$ cat src/rtl/seven_seg_scanner.sv
// seven_seg_scanner
//   Multiplexed seven-segment display driver. It scans NUM_DIGITS digits and
//   gives each digit one slot of REFRESH_DIV clocks. The first BLANK_CYCLES
//   clocks of every slot keep all anodes off so the previous digit does not
//   ghost into the next one. New content is captured into a pending buffer
//   and copied to the display buffer only at a frame boundary, so a frame
//   never shows a mix of old and new content.
//
//   Optional build macro SEVEN_SEG_LZ_SUPPRESS_EN: when defined, leading zero
//   digits of the display buffer are blanked. A digit whose decimal point is
//   set stops the suppression, and digit 0 is never suppressed.
//
// Ports
//   clk        system clock
//   reset      synchronous, active-high reset
//   data_in    hex nibbles, nibble i (bits 4i+3:4i) drives digit i
//   dp_in      per-digit decimal point, 1 = lit
//   blank_in   per-digit blank, 1 = digit dark
//   load       pulse: capture data_in/dp_in/blank_in
//   pending    captured content is waiting for the next frame boundary
//   frame_done one-cycle pulse as the last digit slot ends
//   an         anodes, active-low
//   seg        cathodes {g,f,e,d,c,b,a}, active-low
//   dp         decimal point cathode, active-low
module seven_seg_scanner #(
    parameter int NUM_DIGITS   = 8,
    parameter int REFRESH_DIV  = 100000,
    parameter int BLANK_CYCLES = 1000
) (
    input  logic                    clk,
    input  logic                    reset,
    input  logic [4*NUM_DIGITS-1:0] data_in,
    input  logic [NUM_DIGITS-1:0]   dp_in,
    input  logic [NUM_DIGITS-1:0]   blank_in,
    input  logic                    load,
    output logic                    pending,
    output logic                    frame_done,
    output logic [NUM_DIGITS-1:0]   an,
    output logic [6:0]              seg,
    output logic                    dp
);

    localparam int CNT_W = (REFRESH_DIV > 1) ? $clog2(REFRESH_DIV) : 1;
    localparam int IDX_W = (NUM_DIGITS > 1) ? $clog2(NUM_DIGITS) : 1;
    localparam logic [CNT_W-1:0] CNT_LAST  = CNT_W'(REFRESH_DIV - 1);
    localparam logic [IDX_W-1:0] IDX_LAST  = IDX_W'(NUM_DIGITS - 1);
    localparam logic [CNT_W:0]   BLANK_END = (CNT_W + 1)'(BLANK_CYCLES);

    function automatic logic [6:0] hex_to_seg(input logic [3:0] nib);
        logic [6:0] s;
        case (nib)
            4'h0: s = 7'h40;
            4'h1: s = 7'h79;
            4'h2: s = 7'h24;
            4'h3: s = 7'h30;
            4'h4: s = 7'h19;
            4'h5: s = 7'h12;
            4'h6: s = 7'h02;
            4'h7: s = 7'h78;
            4'h8: s = 7'h00;
            4'h9: s = 7'h10;
            4'hA: s = 7'h08;
            4'hB: s = 7'h03;
            4'hC: s = 7'h46;
            4'hD: s = 7'h21;
            4'hE: s = 7'h06;
            4'hF: s = 7'h0E;
        endcase
        return s;
    endfunction

    logic [CNT_W-1:0]        cnt;
    logic [IDX_W-1:0]        idx;
    logic [4*NUM_DIGITS-1:0] pend_data;
    logic [NUM_DIGITS-1:0]   pend_dp;
    logic [NUM_DIGITS-1:0]   pend_blank;
    logic [4*NUM_DIGITS-1:0] disp_data;
    logic [NUM_DIGITS-1:0]   disp_dp;
    logic [NUM_DIGITS-1:0]   disp_blank;
    logic [NUM_DIGITS-1:0]   lz_mask;
    logic                    slot_end;

    assign slot_end   = (cnt == CNT_LAST);
    assign frame_done = slot_end && (idx == IDX_LAST);

    // Stage p0: slot/digit counters and the pending/display buffers
    always_ff @(posedge clk) begin
        if (reset) begin
            cnt        <= '0;
            idx        <= '0;
            pending    <= 1'b0;
            pend_data  <= '0;
            pend_dp    <= '0;
            pend_blank <= '0;
            disp_data  <= '0;
            disp_dp    <= '0;
            disp_blank <= '1;
        end else begin
            if (slot_end) begin
                cnt <= '0;
                idx <= (idx == IDX_LAST) ? '0 : idx + 1'b1;
            end else begin
                cnt <= cnt + 1'b1;
            end

            // A load on the boundary bypasses the pending buffer entirely.
            if (frame_done && load) begin
                disp_data  <= data_in;
                disp_dp    <= dp_in;
                disp_blank <= blank_in;
                pending    <= 1'b0;
            end else if (frame_done && pending) begin
                disp_data  <= pend_data;
                disp_dp    <= pend_dp;
                disp_blank <= pend_blank;
                pending    <= 1'b0;
            end else if (load) begin
                pend_data  <= data_in;
                pend_dp    <= dp_in;
                pend_blank <= blank_in;
                pending    <= 1'b1;
            end
        end
    end

`ifdef SEVEN_SEG_LZ_SUPPRESS_EN
    logic lz_run;
    // Walk down from the top digit; suppression holds until the first
    // non-zero nibble or set decimal point. Digit 0 is outside the walk.
    always_comb begin
        lz_mask = '0;
        lz_run  = 1'b1;
        for (int i = NUM_DIGITS - 1; i >= 1; i--) begin
            if (disp_data[4*i +: 4] != 4'h0 || disp_dp[i])
                lz_run = 1'b0;
            lz_mask[i] = lz_run;
        end
    end
`else
    assign lz_mask = '0;
`endif

    logic [3:0]            cur_nib;
    logic                  cur_dp;
    logic                  cur_blank;
    logic [NUM_DIGITS-1:0] an_sel;

    always_comb begin
        cur_nib   = 4'h0;
        cur_dp    = 1'b0;
        cur_blank = 1'b1;
        an_sel    = '1;
        for (int i = 0; i < NUM_DIGITS; i++) begin
            if (idx == IDX_W'(i)) begin
                cur_nib   = disp_data[4*i +: 4];
                cur_dp    = disp_dp[i];
                cur_blank = disp_blank[i] | lz_mask[i];
                an_sel[i] = 1'b0;
            end
        end
    end

    logic [NUM_DIGITS-1:0] an_p1;
    logic [6:0]            seg_p1;
    logic                  dp_p1;

    // Stage p1: registered pin drive, one cycle behind (cnt, idx)
    always_ff @(posedge clk) begin
        if (reset) begin
            an_p1  <= '1;
            seg_p1 <= 7'h7F;
            dp_p1  <= 1'b1;
        end else if (({1'b0, cnt} < BLANK_END) || cur_blank) begin
            an_p1  <= '1;
            seg_p1 <= 7'h7F;
            dp_p1  <= 1'b1;
        end else begin
            an_p1  <= an_sel;
            seg_p1 <= hex_to_seg(cur_nib);
            dp_p1  <= ~cur_dp;
        end
    end

    assign an  = an_p1;
    assign seg = seg_p1;
    assign dp  = dp_p1;

endmodule

$ cat config.mk
export PLATFORM = sky130hd
export DESIGN_NAME = seven_seg_scanner
export DESIGN_NICKNAME = d
export VERILOG_FILES = /design/src/rtl/seven_seg_scanner.sv
export SDC_FILE = /design/constraint.sdc
export NUM_CORES = 1
export LEC_CHECK = 0
export CORE_MARGIN = 1.5
export CORE_UTILIZATION = 58
export CTS_BUF_LIST = sky130_fd_sc_hd__clkbuf_4 sky130_fd_sc_hd__clkbuf_8
export CTS_CLUSTER_DIAMETER = 50
export DETAILED_ROUTE_END_ITERATION = 6
export PLACE_DENSITY = 0.84
export SLEW_MARGIN = 20
export SYNTH_ARGS = -nofsm -noshare
export SYNTH_HDL_FRONTEND = slang
export SYNTH_SLANG_ARGS = --single-unit
export TNS_END_PERCENT = 10
$ cat constraint.sdc
create_clock -name clk -period 3.9 [get_ports clk]
set_input_delay 0.78 -clock clk [delete_from_list [all_inputs] [get_ports clk]]
set_output_delay 0.78 -clock clk [all_outputs]
set_load 0.02 [all_outputs]
# Word level (Yosys, flattened, before mapping)
# Memories as Yosys holds them, arrays and structs flattened. A register that Yosys moved wholly into a read port is not among the register bits.
# Index checks and enable logic that the tools add are counted.
# word_totals
reg_bits,126
mem_bits_ro,112
in_bits,51
output_inout_bits,18
memories,1
# classes
addsub,2
order_cmp,1
eq_ne,8
n_mux,39
n_bitwise,3
reduce_logical,10
# mem_list
name,depth,width,read_ports,rd_ports_with_merged_regs,write_ports,line_no,source
(no name shown),16,7,1,1,0,51,case (nib)
# ops
cell,count
$mux W32,2
$mux W4,8
$mux W8,4
$mux W1,24
$add A17 B1 Y17 const B,1
$eq A17 B17 Y1 const B,1
$lt A17 B10 Y1 const B,1
$eq A3 B3 Y1 const B,4
$eq A3 B2 Y1 const B,2
$reduce_or A2 Y1,2
$add A3 B1 Y3 const B,1
$eq A3 B1 Y1 const B,1
$logic_and A1 B1 Y1,3
$logic_not A3 Y1,1
$mux W3,1
$not A1 Y1,3
$reduce_and A3 Y1,1
$reduce_or A3 Y1,1
$reduce_bool A2 Y1,1
$logic_or A1 B1 Y1,1

# Depth between registers and ports, before layout
# Gate-level depths: netlist of the first run.
# logic_depth
word_depth,11
mapped_depth,14
mapped_depth_nobuf,12

# Worst setup path before layout of the first run
# Ideal clock, no wire load.
# synth_path
path_kind,register to register
from,register idx[2]
to,register seg_p1[3] (netlist: seg[3])
setup_ps,131
arrival_ps,2759
path_slack_ps,1010
stages_incl_launch_ff,15
n_path_buf,2
synth_period_minus_slack_ps,2890
cell_sequence,dfxtp_1 > clkbuf_1 > inv_1 > ha_1 > clkbuf_1 > nand2_1 > a221oi_1 > a311oi_1 > o21ai_0 > inv_1 > ha_1 > inv_1 > mux2i_1 > mux2i_1 > nand2b_1
# synth_between
elab_chain_cells,11
# synth_lines
item,line_no,source
"start, declared",73,logic [IDX_W-1:0] idx;
"start signal, assigned",101,idx <= (idx == IDX_LAST) ? '0 : idx + 1'b1;
$logic_not A3 Y1,154,if (idx == IDX_W'(i)) begin
$mux W1 (8 in a row),154,
$logic_or A1 B1 Y1,173,"end else if (({1'b0, cnt} < BLANK_END) || cur_blank) begin"
$reduce_or A2 Y1 (no source line),-,
"end, declared",164,logic [6:0] seg_p1;
# Parallel ways exist; a longest one is shown, timed or not.
# A chain may end at the register's enable or synchronous reset.

# Worst setup path in the final report of the first run
# Same ends and word-level chain as after synthesis.

==> run_results.csv, run 1 <==
group,metric,value,unit
status,run_status,"completed",
grt,global_route.overflow_total,0,
floorplan,number_of_cell_rows,36,
yosys,postSynthNetCount,719,
grt,grt_util_met3,5.45,%
worst_setup_path,worst-path-stages,12,
timing,rsz0062_at_grt,"no",
grt,grt_start_max_net_pins,60,
drt,route.detailed.wl_per_inst,16.3,um
finish,syn2layout_area_growth,18.3,%
power,vdd_ir_drop_max,247,uV
yosys,synth_enable_flop_cells,0,
worst_setup_path,regToRegSetupSlack,0.35,ns
grt,grtUsageTotal,26.2,%
floorplan,design.die.area,10800,um2
power,share_comb_of_total_power,5.7,%
grt,grt_most_used_layer,"met2",
floorplan,ioPinCount,69,
clocking,tritoncts,"built",
timing,setup_violations,0,
power,leakage_component_of_the_power,2.56,nW
finish,multi_input_comb_area,2920,um2
drt,ant_nets,0,
timing,tcrit_tclk_final,90.9,%
yosys,synth.distinct_cells,48,
yosys,synth.yosys.seq_area_share,44.9,%
clocking,cts_num_sinks,133,
worst_setup_path,worstSetupPathType,"reg -> reg",
timing,timing.final.crit_period,3.55,ns
yosys,postSynth.asyncResetShare,0,%
finish,final_cell_mix,"dfxtp_1, nand2_1, nor2_1, clkdlybuf4s50_1, a21oi_1",
drt,drc,0,
finish,layout-drive-gt1-share,8.03,%
worst_setup_path,cp.buffers_inverters,3,
yosys,synth.ff_latch_count,133,
worst_setup_path,worstPathCellList,"inv_1 > ha_1 > nand2_1 > a221oi_1 > a311oi_1 > o21ai_0 > inv_1 > ha_1 > inv_1 > mux2i_1 > mux2i_1 > nand2b_1",
worst_setup_path,setup.worst_path.start_class,"flip-flop",
power,power.share.sequential,50.5,%
yosys,post_synth_instance_area,5930,um2
grt,met2_usage,44.1,%
grt,antenna_found_initial,0,
finish,fin_nets,762,
finish,seq_area,2660,um2
placed_design,port_buffers,68,
placed_design,dpl-instance-area,6590,um2
worst_setup_path,timing.critical_path.slowest_stage_cell,"o21ai_0",
worst_setup_path,worst_path_dominant_cell_family,"compound AO/OA/AOI/OAI gates",
worst_setup_path,worst_endpoint_data_arrival_time,3.87,ns
worst_setup_path,crit_top_cell,"inv_1",
grt,global_route_wire_length_before_repair,23200,um
timing,hold_viol,0,
grt,use_met1,33.5,%
timing,timing_max_transition_violations_final,0,
timing,worst_slew_pin_slew,1.04,ns
placed_design,dp.final_hpwl,9080,um
clocking,h_tree_depth,4,
timing,tns,0,ns
floorplan,height_of_the_chip,104,um
finish,antenna_cells,0,
worst_setup_path,crit-reg2reg-capture,"seg[3]",
power,internal_power,2.19,mW
power,power_density,398,nW/um2
clocking,cts_resized,0,
worst_setup_path,critical_path_peak_fanout,21,
yosys,synth-main-ff-cell,"dfxtp_1",
floorplan,fp.dieW,104,um
job,max_cap_viol_count,0,
timing,slew_headroom,30.4,%
finish,final.fill_count,710,
clocking,cts_buffers,17,
timing,final.setup_skew,0.0132,ns
clocking,cts_stage_hold_buffer_count,0,
yosys,post_synth_inst_count,655,
clocking,clk_transition_reported_paths,0.08,ns
clocking,clk_path_buf_depth,2,
worst_setup_path,crit_path_start,"idx[2]",
finish,layout_commonest_cell,"dfxtp_1",
placed_design,finalWeightedCongestion,0.945,
clocking,root_buffer,"clkbuf_8",
drt,routed_vias,5016,
worst_setup_path,endpoint_kind,"flip-flop",
clocking,postCtsSetupBuffers,0,
yosys,synth_warnings,0,
worst_setup_path,cp_slowest_stage_delay,0.58,ns
worst_setup_path,setup.worst_path.end,"seg[3]",
floorplan,core-area,9860,um2
power,total_switching_power,603,uW
worst_hold_path,hp-class,"reg -> reg",
finish,post-route-cell-area,7010,um2
clocking,worstSkewPairLatency,0.44,ns
worst_setup_path,rr_worst_depth,12,
worst_setup_path,worst_ep_required_time,4.22,ns
grt,grt_pass1_vias,4784,
power,switching_share,21.6,%
worst_setup_path,regToRegStartpoint,"idx[2]",
drt,postRouteWirelength,13700,um
power,share_clk_of_total_power,43.8,%
timing,hold_ws,0.454,ns
timing,fmax,0.282,GHz
yosys,mean_instance_size_in_the_synthesized_netlist,9.05,um2
drt,route.detailed.vias_per_inst,5.95,
drt,drt_first_pass_iters,5,
floorplan,effective_utilization_at_floorplan,60.1,%
drt,detailedRoute.firstIterationViolations,377,
-- cell families (layout without fill, tap and decap cells) --
logic type	after synthesis	after routing	share of synthesized area (%)
compound gates	162	162	19.6
flops	133	133	44.9
fa+ha+maj	13	13	2.74
buf+inv	75	130	5.93
simple gates	201	201	15.1
mux	56	56	9.46
xor+xnor	15	15	2.22
-- synthesized netlist by cell type (6+ instances only) --
cell,instances,area share (%)
xor2_1,8,1.2
ha_1,13,2.7
nand2_1,78,4.9
nor2_1,75,4.7
o211ai_1,6,0.76
dfxtp_1,133,45
clkbuf_1,32,2.0
mux2i_1,56,9.5
o221ai_2,10,2.5
nand3_1,14,1.2
o21ai_0,15,1.3
xnor2_1,7,1.0
o221ai_1,43,6.4
inv_1,23,1.5
a21oi_1,63,5.3
buf_2,8,0.68
-- worst min path at each step --
stage / start / end / cells past startpoint
4_1_cts: cnt[0] / cnt[0] / 1
3_5_place_dp: disp_data[31] / disp_data[31] / 2
3_3_place_gp: cnt[0] / cnt[0] / 1
2_1_floorplan: cnt[0] / cnt[0] / 1
6_report: cnt[0] / cnt[0] / 1
5_1_grt: disp_data[31] / disp_data[31] / 2
-- metal layers --
| metal | share of wire (%) | up-vias |
|---|---|---|
| met5 | 0 | - |
| met2 | 50 | 170 |
| li1 | - | 2428 |
| met4 | 1.7 | 0 |
| met1 | 44 | 2393 |
| met3 | 4.8 | 25 |
-- per-stage QoR --
step           std cells  power (mW)  setup WS, ns  util, %
2_1_floorplan        655        1.52          1.01        -
4_1_cts              843        2.81         0.396     71.1
5_1_grt              843        2.89        0.0345     71.1
6_report             843        2.79         0.353     71.1
3_5_place_dp         812        1.60         0.579     66.8
3_3_place_gp         812        1.59         0.812     66.8
-- flip-flops by register name (all words and copies together) (netlist names), 8 cells and up --
name        count
pend_data      32
disp_dp         8
disp_data      32
cnt            17
pend_blank      8
disp_blank      8
an              8
pend_dp         8
-- power by group through the flow --
stage               sequential [mW]  clock (mW)  combinational, mW
global route                   1.41        1.30              0.174
finish                         1.41        1.22              0.160
CTS                            1.41        1.24              0.160
floorplan                      1.44           0             0.0855
detailed placement             1.44           0              0.159
global placement               1.44           0              0.154
-- cell type report --
type                    count  share of cell area (%)
multi-input cells         447                    41.6
flip-flops and latches    133                    38.0
clock inverters            11                    2.25
inverters                  23                    1.23
clock buffers              20                    3.75
repair buffers             76                    10.8
well taps                 133                    2.37
(Power assumes the default switching activity.)
==> run 2, diff against run 1 <==
CELL_PAD_IN_SITES_DETAIL_PLACEMENT = 0   (was default)
CELL_PAD_IN_SITES_GLOBAL_PLACEMENT = 1   (was default)
CORE_UTILIZATION = 44   (was 58)
SETUP_SLACK_MARGIN = 0.1   (was default)
==> run_results.csv, run 2 (synthesis results as in run 1) <==
group,metric,value,unit
placed_design,dp.final_hpwl,9470,um
drt,route.detailed.wl_per_inst,15.7,um
clocking,root_buffer,"clkbuf_8",
worst_setup_path,worst_ep_required_time,3.12,ns
finish,fin_cells,890,
timing,timing_max_transition_violations_final,0,
drt,route.detailed.vias_per_inst,5.50,
finish,layout-drive-gt1-share,8.54,%
grt,antenna_found_initial,0,
placed_design,placed_cells_incl_taps,858,
power,leakage_component_of_the_power,2.56,nW
worst_setup_path,worst_endpoint_data_arrival_time,2.67,ns
grt,grt_pass1_vias,4854,
drt,detailedRoute.firstIterationViolations,324,
drt,routed_vias,4896,
status,run_status,"completed",
worst_setup_path,worst_path_dominant_cell_family,"simple AND/OR/NAND/NOR gates",
placed_design,detailedPlace.worstSlack,0.709,ns
floorplan,number_of_cell_rows,42,
job,max_cap_viol_count,0,
clocking,cts_buffers,17,
grt,grtUsageTotal,21.0,%
grt,global_route_wire_length_before_repair,23800,um
grt,global_route.overflow_total,0,
timing,tcrit_tclk_final,88.3,%
worst_setup_path,crit_path_start,"cnt[9]",
finish,antenna_cells,0,
clocking,tritoncts,"built",
finish,layout_commonest_cell,"dfxtp_1",
clocking,clk_path_buf_depth,2,
power,switching_share,22.1,%
worst_hold_path,hp-start,"disp_data[31]",
clocking,postCtsSetupBuffers,0,
placed_design,finalWeightedCongestion,0.886,
power,power_density,396,nW/um2
floorplan,ioPinCount,69,
timing,fmax,0.290,GHz
timing,setup_violations,0,
clocking,cts_stage_hold_buffer_count,0,
clocking,h_tree_depth,4,
placed_design,port_buffers,68,
worst_hold_path,hp-class,"reg -> reg",
grt,grt_start_max_net_pins,61,
finish,post-route-cell-area,7090,um2
drt,drt_first_pass_iters,5,
clocking,cts_resized,0,
timing,slew_headroom,38.0,%
timing,timing.final.ws_setup,0.455,ns
timing,hold_ws,0.455,ns
clocking,worstSkewPairLatency,0.45,ns
timing,worst_slew_pin_slew,0.922,ns
finish,final_cell_mix,"dfxtp_1, nand2_1, nor2_1, clkdlybuf4s50_1, a21oi_1",
power,power.share.sequential,50.1,%
worst_setup_path,cp_slowest_stage_delay,0.62,ns
worst_setup_path,cp.buffers_inverters,1,
clocking,cts_num_sinks,133,
power,vdd_ir_drop_max,191,uV
drt,drc,0,
power,internal_power,2.19,mW
drt,postRouteWirelength,14000,um
drt,ant_nets,0,
timing,hold_viol,0,
worst_setup_path,endpoint_kind,"primary output",
worst_setup_path,setup.worst_path.start_class,"flip-flop",
floorplan,core-area,13200,um2
power,share_clk_of_total_power,44.2,%
finish,fin_nets,765,
worst_setup_path,worstPathCellList,"nand4_1 > or4_4 > nor3_4 > and2_1 > clkdlybuf4s50_1",
clocking,clk_transition_reported_paths,0.07,ns
timing,final.setup_skew,0.0102,ns
worst_setup_path,critical_path_peak_fanout,10,
power,share_comb_of_total_power,5.7,%
finish,final.fill_count,1203,
finish,final_core_util,53.8,%
placed_design,dpl-instance-area,6660,um2
worst_setup_path,regToRegStartpoint,"idx[0]",
floorplan,design.die.area,14200,um2
floorplan,height_of_the_chip,119,um
floorplan,effective_utilization_at_floorplan,44.9,%
finish,syn2layout_area_growth,19.7,%
worst_setup_path,worstSetupPathType,"reg -> out",
floorplan,fp.dieW,119,um
worst_setup_path,timing.critical_path.slowest_stage_cell,"clkdlybuf4s50_1",
timing,tns,0,ns
timing,rsz0062_at_grt,"no",
finish,largest_registers,"disp_data: 32 flops, pend_data: 32 flops, cnt: 17 flops",
power,design_power_total,2.81,mW
timing,timing.final.crit_period,3.45,ns
power,total_switching_power,622,uW
## run 2: worst reg2reg max path: cells and delay by family, from the launching register on
kind | cells | cell delay (ns)
AND/OR/NAND/NOR | 2 | 0.34
buffers and inverters | 3 | 0.34
flip-flops | 1 | 0.36
adder cells (fa/ha/maj) | 2 | 0.99
AO/OA/AOI/OAI | 3 | 0.89
multiplexers | 2 | 0.21
## run 2: power by group through the flow
stage,sequential [mW],combinational [mW],clock [mW]
floorplan,1.44,0.0855,0
global placement,1.44,0.155,0
detailed placement,1.44,0.160,0
CTS,1.41,0.161,1.28
global route,1.41,0.175,1.33
finish,1.41,0.159,1.24
## run 2: path summary, 6_finish.rpt
path              endpoint  slack [ns]  cells after the start
max             frame_done        0.45                      5
min reg2reg  disp_data[31]        0.46                      2
max reg2reg         seg[3]        0.68                     12
min          disp_data[31]        0.46                      2
## run 2: area by class of cell
| class | instances | area (um2) | share of cell area, % |
|---|---|---|---|
| Clock buffer | 19 | 255 | 3.60 |
| Clock inverter | 13 | 181 | 2.56 |
| Inverter | 23 | 86.3 | 1.22 |
| Multi-Input combinational cell | 447 | 2920 | 41.1 |
| Sequential cell | 133 | 2660 | 37.5 |
| Tap cell | 176 | 220 | 3.11 |
| Timing Repair Buffer | 79 | 771 | 10.9 |
## run 2: per-layer routing
layer  vias to the layer above  wire (um)  track usage, %
li1                       2418          -               -
met1                      2352       6410            27.2
met2                       106       6860            34.5
met3                        20        525            5.17
met4                         0        200            6.93
met5                         -          0               0
